`config.mk`:
```
export PLATFORM = sky130hd
export DESIGN_NAME = serial_cmd_decoder_flat
export DESIGN_NICKNAME = d
export VERILOG_FILES = /design/src/rtl/serial_cmd_if.sv /design/src/rtl/serial_cmd_decoder.sv /design/src/flat_wrapper.sv
export SDC_FILE = /design/constraint.sdc
export NUM_CORES = 1
export LEC_CHECK = 0
export ABC_AREA = 1
export CAP_MARGIN = 40
export CORE_MARGIN = 2
export CORE_UTILIZATION = 25
export DETAILED_ROUTE_END_ITERATION = 12
export MAX_ROUTING_LAYER = met4
export PLACE_DENSITY = 0.36
export SLEW_MARGIN = 20
export SYNTH_ARGS = -nofsm -noshare
export SYNTH_HDL_FRONTEND = slang
export SYNTH_SLANG_ARGS = --single-unit
export TNS_END_PERCENT = 10
```
`constraint.sdc`:
```
create_clock -name clk -period 2.35 [get_ports clk]
set_input_delay 0.47 -clock clk [delete_from_list [all_inputs] [get_ports clk]]
set_output_delay 0.47 -clock clk [all_outputs]
set_load 0.03 [all_outputs]
```
`src/rtl/serial_cmd_if.sv`:
```
// serial_cmd_if: byte handshake between the serial receiver/transmitter and the command decoder
// rx_data/rx_byte_valid/rx_read: received byte, level-valid, one-cycle consume pulse
// tx_data/tx_data_ready/tx_data_copied: byte to send, held-ready, one-cycle accept pulse
interface serial_cmd_if;
  logic [7:0] rx_data;
  logic       rx_byte_valid;
  logic       rx_read;
  logic [7:0] tx_data;
  logic       tx_data_ready;
  logic       tx_data_copied;
  modport master (output rx_data, rx_byte_valid, tx_data_copied, input rx_read, tx_data, tx_data_ready);
  modport slave  (input rx_data, rx_byte_valid, tx_data_copied, output rx_read, tx_data, tx_data_ready);
endinterface

```
`src/rtl/serial_cmd_decoder.sv`:
```
// serial_cmd_decoder: parses 5-byte command frames, executes register read/write, returns 5-byte responses
// clk: system clock; rst: asynchronous active-low reset
// bus: serial_cmd_if slave side (receiver bytes in, transmitter bytes out)
// led_bus: mirror of register 1; cmd_count: OK commands (wrapping); frame_err: one-cycle error pulse
module serial_cmd_decoder #(
  parameter int         REG_COUNT           = 8,
  parameter logic [7:0] DEVICE_ID           = 8'hC4,
  parameter int         BYTE_TIMEOUT_CYCLES = 5000000,
  parameter logic [7:0] SOF_BYTE            = 8'hA5,
  parameter logic [7:0] RSP_BYTE            = 8'h5A
) (
  input  logic             clk,
  input  logic             rst,
  serial_cmd_if.slave      bus,
  output logic [7:0]       led_bus,
  output logic [7:0]       cmd_count,
  output logic             frame_err
);
  localparam int AW = $clog2(REG_COUNT);
  typedef enum logic [2:0] {IDLE, GET_CMD, GET_ADDR, GET_DATA, GET_CRC, EXEC, SEND} state_t;
  state_t      state;
  logic [7:0]  regs [REG_COUNT];
  logic [7:0]  cmd, addr, data, crc, status, rdata;
  logic [2:0]  idx;
  logic [31:0] idle_cnt;
  logic        in_get, accept, timeout, is_read, is_write, addr_ok;
  logic [7:0]  rd_val, status_n, rdata_n, rsp;
  logic [AW-1:0] a;
  always_comb begin
    in_get   = state inside {GET_CMD, GET_ADDR, GET_DATA, GET_CRC};
    accept   = bus.rx_byte_valid && !bus.rx_read && (in_get || state == IDLE);
    timeout  = in_get && !accept && idle_cnt == 32'(BYTE_TIMEOUT_CYCLES - 1);
    is_read  = cmd == 8'h01;
    is_write = cmd == 8'h02;
    a        = addr[AW-1:0];
    addr_ok  = addr < 8'(REG_COUNT) && !(is_write && addr == 8'h00);
    rd_val   = addr == 8'h00 ? DEVICE_ID : regs[a];
    // status priority: CRC, then command, then address
    status_n = crc != (cmd ^ addr ^ data) ? 8'h01 :
               !(is_read || is_write)     ? 8'h02 :
               !addr_ok                   ? 8'h03 : 8'h00;
    rdata_n  = status_n != 8'h00 ? 8'h00 : is_write ? data : rd_val;
    rsp      = idx == 3'd0 ? RSP_BYTE :
               idx == 3'd1 ? status :
               idx == 3'd2 ? addr :
               idx == 3'd3 ? rdata : status ^ addr ^ rdata;
  end
  assign led_bus = regs[1];
  always_ff @(posedge clk or negedge rst) begin
    if (!rst) begin
      state             <= IDLE;
      bus.rx_read       <= 1'b0;
      bus.tx_data       <= 8'h00;
      bus.tx_data_ready <= 1'b0;
      cmd_count         <= 8'h00;
      frame_err         <= 1'b0;
      idx               <= 3'd0;
      idle_cnt          <= 32'd0;
      cmd               <= 8'h00;
      addr              <= 8'h00;
      data              <= 8'h00;
      crc               <= 8'h00;
      status            <= 8'h00;
      rdata             <= 8'h00;
      for (int i = 0; i < REG_COUNT; i++) regs[i] <= 8'h00;
    end else begin
      bus.rx_read <= accept;
      frame_err   <= timeout;
      idle_cnt    <= (!in_get || accept || timeout) ? 32'd0 : idle_cnt + 32'd1;
      case (state)
        IDLE:     if (accept && bus.rx_data == SOF_BYTE) state <= GET_CMD;
        GET_CMD:  if (accept) begin cmd  <= bus.rx_data; state <= GET_ADDR; end
        GET_ADDR: if (accept) begin addr <= bus.rx_data; state <= GET_DATA; end
        GET_DATA: if (accept) begin data <= bus.rx_data; state <= GET_CRC; end
        GET_CRC:  if (accept) begin crc  <= bus.rx_data; state <= EXEC; end
        EXEC: begin
          status    <= status_n;
          rdata     <= rdata_n;
          frame_err <= status_n != 8'h00;
          if (status_n == 8'h00) begin
            cmd_count <= cmd_count + 8'd1;
            if (is_write) regs[a] <= data;
          end
          idx               <= 3'd0;
          bus.tx_data       <= RSP_BYTE;
          bus.tx_data_ready <= 1'b1;
          state             <= SEND;
        end
        SEND: begin
          // ready drops for one cycle after each copy, then the next byte is presented
          if (bus.tx_data_ready && bus.tx_data_copied) begin
            bus.tx_data_ready <= 1'b0;
            idx               <= idx + 3'd1;
            if (idx == 3'd4) state <= IDLE;
          end else if (!bus.tx_data_ready) begin
            bus.tx_data_ready <= 1'b1;
            bus.tx_data       <= rsp;
          end
        end
        default: state <= IDLE;
      endcase
      if (timeout) state <= IDLE;
    end
  end
endmodule

```
`src/flat_wrapper.sv`:
```
// flat-port wrapper written by rule: the top's interface ports become plain ports
module serial_cmd_decoder_flat 
#(
  parameter int         REG_COUNT           = 8,
  parameter logic [7:0] DEVICE_ID           = 8'hC4,
  parameter int         BYTE_TIMEOUT_CYCLES = 5000000,
  parameter logic [7:0] SOF_BYTE            = 8'hA5,
  parameter logic [7:0] RSP_BYTE            = 8'h5A
)
  (clk, rst, led_bus, cmd_count, frame_err, bus_rx_data, bus_rx_byte_valid, bus_tx_data_copied, bus_rx_read, bus_tx_data, bus_tx_data_ready);
  serial_cmd_if bus_i ();
  input  logic clk;
  input  logic rst;
  output logic [7:0] led_bus;
  output logic [7:0] cmd_count;
  output logic frame_err;
  input wire logic [$bits(bus_i.rx_data)-1:0] bus_rx_data;
  input wire logic [$bits(bus_i.rx_byte_valid)-1:0] bus_rx_byte_valid;
  input wire logic [$bits(bus_i.tx_data_copied)-1:0] bus_tx_data_copied;
  output wire logic [$bits(bus_i.rx_read)-1:0] bus_rx_read;
  output wire logic [$bits(bus_i.tx_data)-1:0] bus_tx_data;
  output wire logic [$bits(bus_i.tx_data_ready)-1:0] bus_tx_data_ready;
  assign bus_i.rx_data = bus_rx_data;
  assign bus_i.rx_byte_valid = bus_rx_byte_valid;
  assign bus_i.tx_data_copied = bus_tx_data_copied;
  assign bus_rx_read = bus_i.rx_read;
  assign bus_tx_data = bus_i.tx_data;
  assign bus_tx_data_ready = bus_i.tx_data_ready;
  serial_cmd_decoder #(.REG_COUNT(REG_COUNT), .DEVICE_ID(DEVICE_ID), .BYTE_TIMEOUT_CYCLES(BYTE_TIMEOUT_CYCLES), .SOF_BYTE(SOF_BYTE), .RSP_BYTE(RSP_BYTE)) u_core (.clk(clk), .rst(rst), .bus(bus_i), .led_bus(led_bus), .cmd_count(cmd_count), .frame_err(frame_err));
endmodule
```
==> metrics.txt <==
status complete, no violations; GR Overflow Total 0; Final Wtd Congestion 0.7995; post-route setup TNS 0 ns; maximum clock rate 477.2 MHz; CP Capture Type register; worst min path class in2async; chip height 193.2 um; Antenna diodes 0; top_reg_cell synth dfrtp_1; Final WS setup 0.2546 ns; vias in the first global route 7,632; Worst-Margin Slew 0.7496 ns; DR iter-0 viols 563; Cell Rows 69; Arr. time, crit path 2.41 ns; multi-input logic area 4044 um^2; crit path time final 2.095 ns; GRT Total Usage 16.20%; worst clock skew 0.01495 ns; leakage power 5.218 nW; DRT Wirelength 27.81 mm; crit path kind reg2reg; Synthesized Nets 1,206; die footprint 37,310 um^2; Fill cells 3,840; worst slack, placed 0.006358 ns; most common cell after layout, fill and taps aside nand2_1; synthesis-stage register bit count 163; clk slew on worst S/H paths 0.08 ns; Ports 39; clock sinks 163; Worst-Skew Late Latency 0.45 ns; final slew viol count 0; total CTS buffers 17; Root Buffer clkbuf_16; starting density of the core 25.27%; Synth area leader dfrtp_1; DR vias 7,677; first-pass GRT wire length 44.40 mm; CTS Buffer Depth 2; Synth-to-Final Area Change 18.48%; # setup viols final 0; critical path peak fanout 3; port buffer count 38; CTS H-Tree Depth 4; WL/cell 16.31 um; post-synth top area share 45.59%; Final Hold Fails 0; layout cells sized above 1 9.084%; register area 4079 um^2; Power per Cell Area 945.5 nW/um^2; Mapped Cells 1,187; most frequent cells in the layout 399 x nand2_1, 163 x dfrtp_1, 124 x nor2_1; Max Cap Viol 0; RSZ-0062 raised after global routing false; Avg Cell Area, Syn 7.537 um^2; Final Util 29.94%; CTS tree done; synthesized area 8946 um^2; Post-CTS Setup Inserts 0; Chip Width 193.2 um; NumNets Final 1,250; Final ANT Viol Nets 0; first-pass iteration count of the detailed router 5; ys async rst share 100.0%; number of synthesized flops with an enable pin 0; Slew headroom 50.03%; unique cell type count in the Yosys netlist 37; Via density 4.503; initial antenna violation count 0; post-synthesis sequential area ratio 45.59%; top post-synthesis cells by area dfrtp_1 46%, nand2_1 17%, nand4_1 5.9%; synth warn 0; CP required 2.67 ns; VDD IR max 0.0004577 V; CP startpoint kind register; DRC violations left 0; core footprint 35,400 um^2; DPL Wire Length 19.67 mm; largest net degree at the start of global routing 71; final period utilization 89.16%
cells in the mapped netlist (9+ instances only):
| cell | count |
|---|---|
| nor3_1 | 21 |
| xor2_1 | 17 |
| nand2_1 | 399 |
| inv_2 | 9 |
| dfrtp_1 | 163 |
| buf_2 | 17 |
| a21oi_1 | 26 |
| buf_4 | 15 |
| nand3_1 | 53 |
| inv_1 | 107 |
| buf_6 | 9 |
| nand4_1 | 85 |
| xnor2_1 | 15 |
| o21ai_0 | 51 |
| nor2_1 | 125 |
| clkbuf_1 | 18 |
worst max-delay path: stages (launching register included):
cell     delay, ns
dfrtp_1       0.38
ha_1          0.18
nand2_1       0.11
nor2_1        0.15
inv_1         0.09
nor2_1        0.14
inv_1         0.09
nor2_1        0.22
buf_4         0.15
nand4_1       0.25
inv_1         0.16
a21oi_1       0.05
cell families after synthesis:
logic type	Yosys count	share of synthesized area (%)
AND/OR/NAND/NOR	712	35.62
flip-flops	163	45.59
adder cells (fa/ha/maj)	7	0.9790
buffers and inverters	182	9.287
AO/OA/AOI/OAI	91	5.384
XOR/XNOR	32	3.133
layout make-up:
cell class	instances	area share, %
Sequential cell	163	38.48
Multi-Input combinational cell	842	38.15
Timing Repair Buffer	89	8.275
Tap cell	461	5.442
Inverter	118	4.203
Clock buffer	17	4.014
Clock inverter	15	1.428
path summary, 6_finish.rpt:
| check | from | slack (ns) | cells after the start | to |
|---|---|---|---|---|
| max in group asynchronous | rst | 1.65 | 2 | u_core.led_bus[7] |
| min in group clk | u_core.regs[62] | 0.38 | 0 | u_core.regs[62] |
| worst min register to register | u_core.regs[62] | 0.38 | 0 | u_core.regs[62] |
| worst min-delay path | rst | 0.04 | 1 | u_core.status[0] |
| worst max register to register | u_core.idle_cnt[1] | 0.25 | 11 | u_core.state[2] |
| worst max-delay path | u_core.idle_cnt[1] | 0.25 | 11 | u_core.state[2] |
through the flow:
stage,cells,hold WS [ns],area [um^2],power [mW]
after global routing,1705,0.06844,10600,10.80
after CTS,1705,0.04083,10590,10.18
after detailed placement,1673,0.3656,10010,7.292
after global placement,1673,0.3685,10010,7.294
final,1705,0.03865,10600,10.02
after floorplan,1187,0.1744,8946,5.907
sequential cells by signal, summed over array words and instances (netlist names):
signal and cells:
u_core.state 3, u_core.cmd 8, u_core.idle_cnt 32, u_core.led_bus 8, u_core.regs 56, u_core.cmd_count 8
u_core.crc 8, u_core.status 2, u_core.data 8, u_core.idx 3, u_core.bus.tx_data_ready 1, u_core.bus.rx_read 1
u_core.addr 8, u_core.rdata 8, u_core.bus.tx_data 8, u_core.frame_err 1
repair_timing:
item | CTS | global route
resized for setup | 0 | 2
endpoints found under the setup margin | 0 | 44
hold buffers | 0 | 0
per-layer routing:
metal  vias up  GRT usage [%]  part of all wire (%)
li1       3906              -                     -
met1      3655          21.63                    49
met2        97          25.43                    47
met3        19          2.588                   2.5
met4         0          4.516                   1.6
met5         -              -                     0
power by group:
| part | internal (mW) | switching (mW) | total, mW |
|---|---|---|---|
| registers | 3.17 | 0.416 | 3.58 |
| logic | 1.17 | 2.43 | 3.60 |
| clock network | 1.49 | 1.35 | 2.83 |
| total | 5.83 | 4.19 | 10.0 |
Power figures use the tool's default switching activity.
